### config.mk
export PLATFORM = sky130hd
export DESIGN_NAME = sc_shift_collector_flat
export DESIGN_NICKNAME = d
export VERILOG_FILES = /design/src/rtl/sc_shift_collector_if.sv /design/src/rtl/sc_shift_collector.sv /design/src/flat_wrapper.sv
export SDC_FILE = /design/constraint.sdc
export NUM_CORES = 1
export LEC_CHECK = 0
export ABC_AREA = 1
export CAP_MARGIN = 20
export CELL_PAD_IN_SITES_DETAIL_PLACEMENT = 0
export CELL_PAD_IN_SITES_GLOBAL_PLACEMENT = 2
export CORE_AREA = 8 8 80 68
export CTS_CLUSTER_DIAMETER = 120
export DETAILED_ROUTE_END_ITERATION = 7
export DIE_AREA = 0 0 88 76
export PLACE_DENSITY = 0.8
export SLEW_MARGIN = 20
export SYNTH_ARGS = -nofsm -noshare
export SYNTH_HDL_FRONTEND = slang
export SYNTH_SLANG_ARGS = --single-unit
### constraint.sdc
create_clock -name SC_REGSHIFTER_CLOCK_50 -period 1.7 [get_ports SC_REGSHIFTER_CLOCK_50]
set_clock_uncertainty 0.1 [all_clocks]
set_input_delay 0.425 -clock SC_REGSHIFTER_CLOCK_50 [delete_from_list [all_inputs] [get_ports SC_REGSHIFTER_CLOCK_50]]
set_output_delay 0.425 -clock SC_REGSHIFTER_CLOCK_50 [all_outputs]
set_load 0.05 [all_outputs]
### src/rtl/sc_shift_collector_if.sv
// sc_shift_collector_if
// Groups the control, serial and result signals of the shift collector.
//   master : the producer/consumer side; drives clear, start, bitvalid,
//            serial and ack, and observes the result and status flags.
//   slave  : the collector itself; the exact mirror of master.
// Signals (the names are kept from the existing codebase):
//   SC_SHIFTCOLLECTOR_clear_InLow     synchronous clear, active-low
//   SC_SHIFTCOLLECTOR_start_InLow     frame start strobe, active-low
//   SC_SHIFTCOLLECTOR_bitvalid_In     serial bit qualifier
//   SC_SHIFTCOLLECTOR_serial_In       serial data bit
//   SC_SHIFTCOLLECTOR_ack_InLow       consumer acknowledge, active-low
//   SC_SHIFTCOLLECTOR_data_OutBUS     last completed word
//   SC_SHIFTCOLLECTOR_dataready_Out   completed word available
//   SC_SHIFTCOLLECTOR_overrun_Out     sticky overrun flag
//   SC_SHIFTCOLLECTOR_busy_Out        collecting a frame
interface sc_shift_collector_if #(
    parameter int DATAWIDTH = 8
);
    logic                 SC_SHIFTCOLLECTOR_clear_InLow;
    logic                 SC_SHIFTCOLLECTOR_start_InLow;
    logic                 SC_SHIFTCOLLECTOR_bitvalid_In;
    logic                 SC_SHIFTCOLLECTOR_serial_In;
    logic                 SC_SHIFTCOLLECTOR_ack_InLow;
    logic [DATAWIDTH-1:0] SC_SHIFTCOLLECTOR_data_OutBUS;
    logic                 SC_SHIFTCOLLECTOR_dataready_Out;
    logic                 SC_SHIFTCOLLECTOR_overrun_Out;
    logic                 SC_SHIFTCOLLECTOR_busy_Out;

    modport master (
        output SC_SHIFTCOLLECTOR_clear_InLow,
        output SC_SHIFTCOLLECTOR_start_InLow,
        output SC_SHIFTCOLLECTOR_bitvalid_In,
        output SC_SHIFTCOLLECTOR_serial_In,
        output SC_SHIFTCOLLECTOR_ack_InLow,
        input  SC_SHIFTCOLLECTOR_data_OutBUS,
        input  SC_SHIFTCOLLECTOR_dataready_Out,
        input  SC_SHIFTCOLLECTOR_overrun_Out,
        input  SC_SHIFTCOLLECTOR_busy_Out
    );

    modport slave (
        input  SC_SHIFTCOLLECTOR_clear_InLow,
        input  SC_SHIFTCOLLECTOR_start_InLow,
        input  SC_SHIFTCOLLECTOR_bitvalid_In,
        input  SC_SHIFTCOLLECTOR_serial_In,
        input  SC_SHIFTCOLLECTOR_ack_InLow,
        output SC_SHIFTCOLLECTOR_data_OutBUS,
        output SC_SHIFTCOLLECTOR_dataready_Out,
        output SC_SHIFTCOLLECTOR_overrun_Out,
        output SC_SHIFTCOLLECTOR_busy_Out
    );
endinterface

### src/rtl/sc_shift_collector.sv
// sc_shift_collector
// Collects SHIFTCOLLECTOR_DATAWIDTH qualified serial bits into a word,
// presents it until the consumer acknowledges, and flags bits that arrive
// while a word is still unacknowledged.
// Ports:
//   SC_REGSHIFTER_CLOCK_50      system clock, rising edge
//   SC_REGSHIFTER_RESET_InHigh  asynchronous reset, active-high
//   bus                         sc_shift_collector_if.slave (control in,
//                               word and status flags out, all registered)
//
// state   | meaning
// --------+-----------------------------------------------------------
// IDLE    | waiting for start_InLow=0
// COLLECT | shifting in qualified bits, busy_Out=1
// HOLD    | word presented with dataready_Out=1, waiting for ack_InLow=0
module sc_shift_collector #(
    parameter int SHIFTCOLLECTOR_DATAWIDTH = 8,
    parameter int SHIFTCOLLECTOR_MSBFIRST  = 1
) (
    input logic SC_REGSHIFTER_CLOCK_50,
    input logic SC_REGSHIFTER_RESET_InHigh,
    sc_shift_collector_if.slave bus
);
    localparam int W  = SHIFTCOLLECTOR_DATAWIDTH;
    localparam int CW = $clog2(W);
    localparam logic [CW-1:0] LAST_BIT = CW'(W - 1);

    generate
        if (W < 2) begin : g_width_check
            $error("sc_shift_collector: SHIFTCOLLECTOR_DATAWIDTH must be at least 2");
        end
    endgenerate

    typedef enum logic [1:0] {
        IDLE    = 2'd0,
        COLLECT = 2'd1,
        HOLD    = 2'd2
    } state_t;

    state_t          state;
    logic [CW-1:0]   bit_cnt;
    logic [W-1:0]    shift_reg;
    logic [W-1:0]    shift_next;
    logic [W-1:0]    data_reg;
    logic            ready_reg;
    logic            overrun_reg;
    logic            busy_reg;

    generate
        if (SHIFTCOLLECTOR_MSBFIRST != 0) begin : g_msb_first
            always_comb shift_next = {shift_reg[W-2:0], bus.SC_SHIFTCOLLECTOR_serial_In};
        end else begin : g_lsb_first
            always_comb shift_next = {bus.SC_SHIFTCOLLECTOR_serial_In, shift_reg[W-1:1]};
        end
    endgenerate

    always_ff @(posedge SC_REGSHIFTER_CLOCK_50 or posedge SC_REGSHIFTER_RESET_InHigh) begin
        if (SC_REGSHIFTER_RESET_InHigh) begin
            state       <= IDLE;
            bit_cnt     <= '0;
            shift_reg   <= '0;
            data_reg    <= '0;
            ready_reg   <= 1'b0;
            overrun_reg <= 1'b0;
            busy_reg    <= 1'b0;
        end else if (!bus.SC_SHIFTCOLLECTOR_clear_InLow) begin
            state       <= IDLE;
            bit_cnt     <= '0;
            shift_reg   <= '0;
            data_reg    <= '0;
            ready_reg   <= 1'b0;
            overrun_reg <= 1'b0;
            busy_reg    <= 1'b0;
        end else begin
            case (state)
                IDLE: begin
                    if (!bus.SC_SHIFTCOLLECTOR_start_InLow) begin
                        state     <= COLLECT;
                        bit_cnt   <= '0;
                        shift_reg <= '0;
                        busy_reg  <= 1'b1;
                    end
                end
                COLLECT: begin
                    // A start strobe mid-frame restarts it and drops this cycle's bit.
                    if (!bus.SC_SHIFTCOLLECTOR_start_InLow) begin
                        bit_cnt   <= '0;
                        shift_reg <= '0;
                    end else if (bus.SC_SHIFTCOLLECTOR_bitvalid_In) begin
                        shift_reg <= shift_next;
                        if (bit_cnt == LAST_BIT) begin
                            data_reg  <= shift_next;
                            ready_reg <= 1'b1;
                            bit_cnt   <= '0;
                            busy_reg  <= 1'b0;
                            state     <= HOLD;
                        end else begin
                            bit_cnt <= bit_cnt + CW'(1);
                        end
                    end
                end
                HOLD: begin
                    // Bits arriving here are discarded but remembered as overrun,
                    // even on the acknowledging edge.
                    if (bus.SC_SHIFTCOLLECTOR_bitvalid_In) begin
                        overrun_reg <= 1'b1;
                    end
                    if (!bus.SC_SHIFTCOLLECTOR_ack_InLow) begin
                        ready_reg <= 1'b0;
                        state     <= IDLE;
                    end
                end
                default: begin
                    state    <= IDLE;
                    bit_cnt  <= '0;
                    busy_reg <= 1'b0;
                end
            endcase
        end
    end

    assign bus.SC_SHIFTCOLLECTOR_data_OutBUS   = data_reg;
    assign bus.SC_SHIFTCOLLECTOR_dataready_Out = ready_reg;
    assign bus.SC_SHIFTCOLLECTOR_overrun_Out   = overrun_reg;
    assign bus.SC_SHIFTCOLLECTOR_busy_Out      = busy_reg;

endmodule

### src/flat_wrapper.sv
// flat-port wrapper written by rule: the top's interface ports become plain ports
module sc_shift_collector_flat 
#(
    parameter int SHIFTCOLLECTOR_DATAWIDTH = 8,
    parameter int SHIFTCOLLECTOR_MSBFIRST  = 1
)
  (SC_REGSHIFTER_CLOCK_50, SC_REGSHIFTER_RESET_InHigh, bus_SC_SHIFTCOLLECTOR_clear_InLow, bus_SC_SHIFTCOLLECTOR_start_InLow, bus_SC_SHIFTCOLLECTOR_bitvalid_In, bus_SC_SHIFTCOLLECTOR_serial_In, bus_SC_SHIFTCOLLECTOR_ack_InLow, bus_SC_SHIFTCOLLECTOR_data_OutBUS, bus_SC_SHIFTCOLLECTOR_dataready_Out, bus_SC_SHIFTCOLLECTOR_overrun_Out, bus_SC_SHIFTCOLLECTOR_busy_Out);
  sc_shift_collector_if #(.DATAWIDTH((8))) bus_i ();
  input logic SC_REGSHIFTER_CLOCK_50;
  input logic SC_REGSHIFTER_RESET_InHigh;
  input wire logic [$bits(bus_i.SC_SHIFTCOLLECTOR_clear_InLow)-1:0] bus_SC_SHIFTCOLLECTOR_clear_InLow;
  input wire logic [$bits(bus_i.SC_SHIFTCOLLECTOR_start_InLow)-1:0] bus_SC_SHIFTCOLLECTOR_start_InLow;
  input wire logic [$bits(bus_i.SC_SHIFTCOLLECTOR_bitvalid_In)-1:0] bus_SC_SHIFTCOLLECTOR_bitvalid_In;
  input wire logic [$bits(bus_i.SC_SHIFTCOLLECTOR_serial_In)-1:0] bus_SC_SHIFTCOLLECTOR_serial_In;
  input wire logic [$bits(bus_i.SC_SHIFTCOLLECTOR_ack_InLow)-1:0] bus_SC_SHIFTCOLLECTOR_ack_InLow;
  output wire logic [$bits(bus_i.SC_SHIFTCOLLECTOR_data_OutBUS)-1:0] bus_SC_SHIFTCOLLECTOR_data_OutBUS;
  output wire logic [$bits(bus_i.SC_SHIFTCOLLECTOR_dataready_Out)-1:0] bus_SC_SHIFTCOLLECTOR_dataready_Out;
  output wire logic [$bits(bus_i.SC_SHIFTCOLLECTOR_overrun_Out)-1:0] bus_SC_SHIFTCOLLECTOR_overrun_Out;
  output wire logic [$bits(bus_i.SC_SHIFTCOLLECTOR_busy_Out)-1:0] bus_SC_SHIFTCOLLECTOR_busy_Out;
  assign bus_i.SC_SHIFTCOLLECTOR_clear_InLow = bus_SC_SHIFTCOLLECTOR_clear_InLow;
  assign bus_i.SC_SHIFTCOLLECTOR_start_InLow = bus_SC_SHIFTCOLLECTOR_start_InLow;
  assign bus_i.SC_SHIFTCOLLECTOR_bitvalid_In = bus_SC_SHIFTCOLLECTOR_bitvalid_In;
  assign bus_i.SC_SHIFTCOLLECTOR_serial_In = bus_SC_SHIFTCOLLECTOR_serial_In;
  assign bus_i.SC_SHIFTCOLLECTOR_ack_InLow = bus_SC_SHIFTCOLLECTOR_ack_InLow;
  assign bus_SC_SHIFTCOLLECTOR_data_OutBUS = bus_i.SC_SHIFTCOLLECTOR_data_OutBUS;
  assign bus_SC_SHIFTCOLLECTOR_dataready_Out = bus_i.SC_SHIFTCOLLECTOR_dataready_Out;
  assign bus_SC_SHIFTCOLLECTOR_overrun_Out = bus_i.SC_SHIFTCOLLECTOR_overrun_Out;
  assign bus_SC_SHIFTCOLLECTOR_busy_Out = bus_i.SC_SHIFTCOLLECTOR_busy_Out;
  sc_shift_collector #(.SHIFTCOLLECTOR_DATAWIDTH(SHIFTCOLLECTOR_DATAWIDTH), .SHIFTCOLLECTOR_MSBFIRST(SHIFTCOLLECTOR_MSBFIRST)) u_core (.SC_REGSHIFTER_CLOCK_50(SC_REGSHIFTER_CLOCK_50), .SC_REGSHIFTER_RESET_InHigh(SC_REGSHIFTER_RESET_InHigh), .bus(bus_i));
endmodule
==> reports/metrics.yaml <==
reg2reg_slack_ns: 0.15
gr-usage-met2: 0.119
grt_pass1_wl_um: 4570
drc: 0
vias: 980
ioPinCount: 18
synth_seq_cells: 23
synth_top_cell_area_share: 0.472
fin_crit_sh: 0.946
slew_headroom: 0.785
dp_hpwl_um: 2040
syn_nets: 153
busiest_layer: "met2"
yosysSeqAreaShare: 0.472
layout_common_cells: "nand2_1, dfrtp_1, buf_4, nor2_1, buf_12"
grt_usage: 0.0831
fin_crit_ns: 1.61
cp.required_ns: 1.80
cts_made_buffers: 3
grt_max_degree: 24
clk_latency_ns: 0.26
cp.arrival_ns: 1.71
final_nets: 189
start_util: 0.286
max_freq_ghz: 0.622
clk_path_buf_depth: 2
dieWidth_um: 88
drt_iter0_drc: 51
n_fill_cell: 424
rsz0062_at_grt: "no"
dpl.cell_count: 231
end_kind: "flop"
path_clk_slew_ns: 0.08
dieArea_um2: 6690
yosysWarnings: 0
core-area_um2: 4270
area_delta_synth_final_pct: 41.2
cts-root-buf: "clkbuf_8"
routedWlPerCell_um: 10.8
p_leak_nw: 0.861
finalWorstSetupSlack_ns: 0.0910
use_met3: 0.0237
cp_max_fo: 8
htreeDepth: 1
ys_types: 22
min_path_type: "reg -> reg"
worstMarginPinSlew_ns: 0.323
dieHeight_um: 76
hold_viol: 0
antenna_found_initial: 0
status: "complete, no violations"
largest_register_ffs: 8
post-place-ws_ns: -0.226
grt-ovfl-total: 0
tns_ns: 0
cts_tree: "done"
drive_gt1_frac: 0.335
stdcell_count: 239
gp_congestion: 0.769
final_cell_area_um2: 1720
io_buffers: 17
grt_pass1_vias: 957
syn_area_um2: 1220
postSynthAreaPerCell_um2: 8.47
max-vdd-ir-drop_mv: 0.421
drv_slew: 0
maxCapViolCount: 0
diodes: 0
ant_nets: 0
hold_buffers: 0
dpl_cell_area_um2: 1650
routed_via_density: 4.10
netlist_top_cells_area: "dfrtp_1, nand2_1, o21ai_2, nor2_1, nand3_1"
clock-sinks: 23
met1_usage: 0.115
power_density_nw_per_um2: 741
synth_top_cell_by_area: "dfrtp_1"
setup_viol: 0
drt_wl_total_um: 2570
final_common_cell: "nand2_1"
rows: 22
path_class: "in -> reg"
drtPass1Iterations: 4
syn_inst: 144
startpoint_type: "input pin"
## worst max-delay path: stages
cell and delay, ns:
clkdlybuf4s50_1 0.56, nand2_1 0.13, inv_1 0.07, a21oi_4 0.23, buf_4 0.16, nand3_1 0.06
nand2_1 0.07
## what timing repair did
action | in CTS | in global routing
setup endpoints to repair | 0 | 7
setup buffers | 0 | 4
resized for setup | 0 | 0
## synth_stat cells (all sizes together)
| cell type | n |
|---|---|
| a21oi | 3 |
| nor3 | 2 |
| buf | 4 |
| o21a | 1 |
| inv | 11 |
| nand2 | 58 |
| ha | 2 |
| o21ai | 10 |
| nor2 | 16 |
| nand3 | 13 |
| dfrtp | 23 |
| clkinv | 1 |
## stage by stage
step	util	hold WS [ns]	total power [mW]
after floorplan	-	0.327	0.814
after global placement	0.386	0.357	0.946
after detailed placement	0.386	0.359	0.946
after CTS	0.397	0.380	1.29
after global routing	0.404	0.405	1.36
final	0.404	0.379	1.28
## report_power, final
group	leakage (nW)	switching (mW)	internal, mW	total, mW
combinational	0.519	0.198	0.146	0.344
sequential	0.316	0.0288	0.571	0.600
clock	0.0255	0.169	0.163	0.333
total	0.861	0.396	0.881	1.28
## final timing paths
check / from / endpoint / cells after the start
max reg2reg: u_core.bit_cnt[0] / u_core.bus.SC_SHIFTCOLLECTOR_data_OutBUS[1] / 8
min in group asynchronous: SC_REGSHIFTER_RESET_InHigh / u_core.bus.SC_SHIFTCOLLECTOR_data_OutBUS[7] / 3
max in group asynchronous: SC_REGSHIFTER_RESET_InHigh / u_core.shift_reg[3] / 3
max: bus_SC_SHIFTCOLLECTOR_start_InLow / u_core.shift_reg[1] / 7
min: u_core.shift_reg[0] / u_core.shift_reg[0] / 2
min reg2reg: u_core.shift_reg[0] / u_core.shift_reg[0] / 2
## cell families after synthesis
logic type      share of synthesized area
simple gates                        0.332
compound gates                     0.0995
buf+inv                            0.0759
flops                               0.472
fa+ha+maj                          0.0205
## layout make-up
| cell class | instances | area, µm² | area share |
|---|---|---|---|
| Sequential cell | 23 | 576 | 0.334 |
| Multi-Input combinational cell | 105 | 552 | 0.320 |
| Timing Repair Buffer | 35 | 428 | 0.248 |
| Tap cell | 60 | 75.1 | 0.0436 |
| Inverter | 12 | 46.3 | 0.0269 |
| Clock buffer | 3 | 41.3 | 0.0240 |
| Clock inverter | 1 | 5.00 | 0.00290 |
## per-layer routing
layer / vias up / part of all wire
li1: 522 / -
met1: 438 / 0.50
met2: 18 / 0.44
met3: 2 / 0.047
met4: 0 / 0.010
met5: - / 0
(Power assumes the default switching activity.)
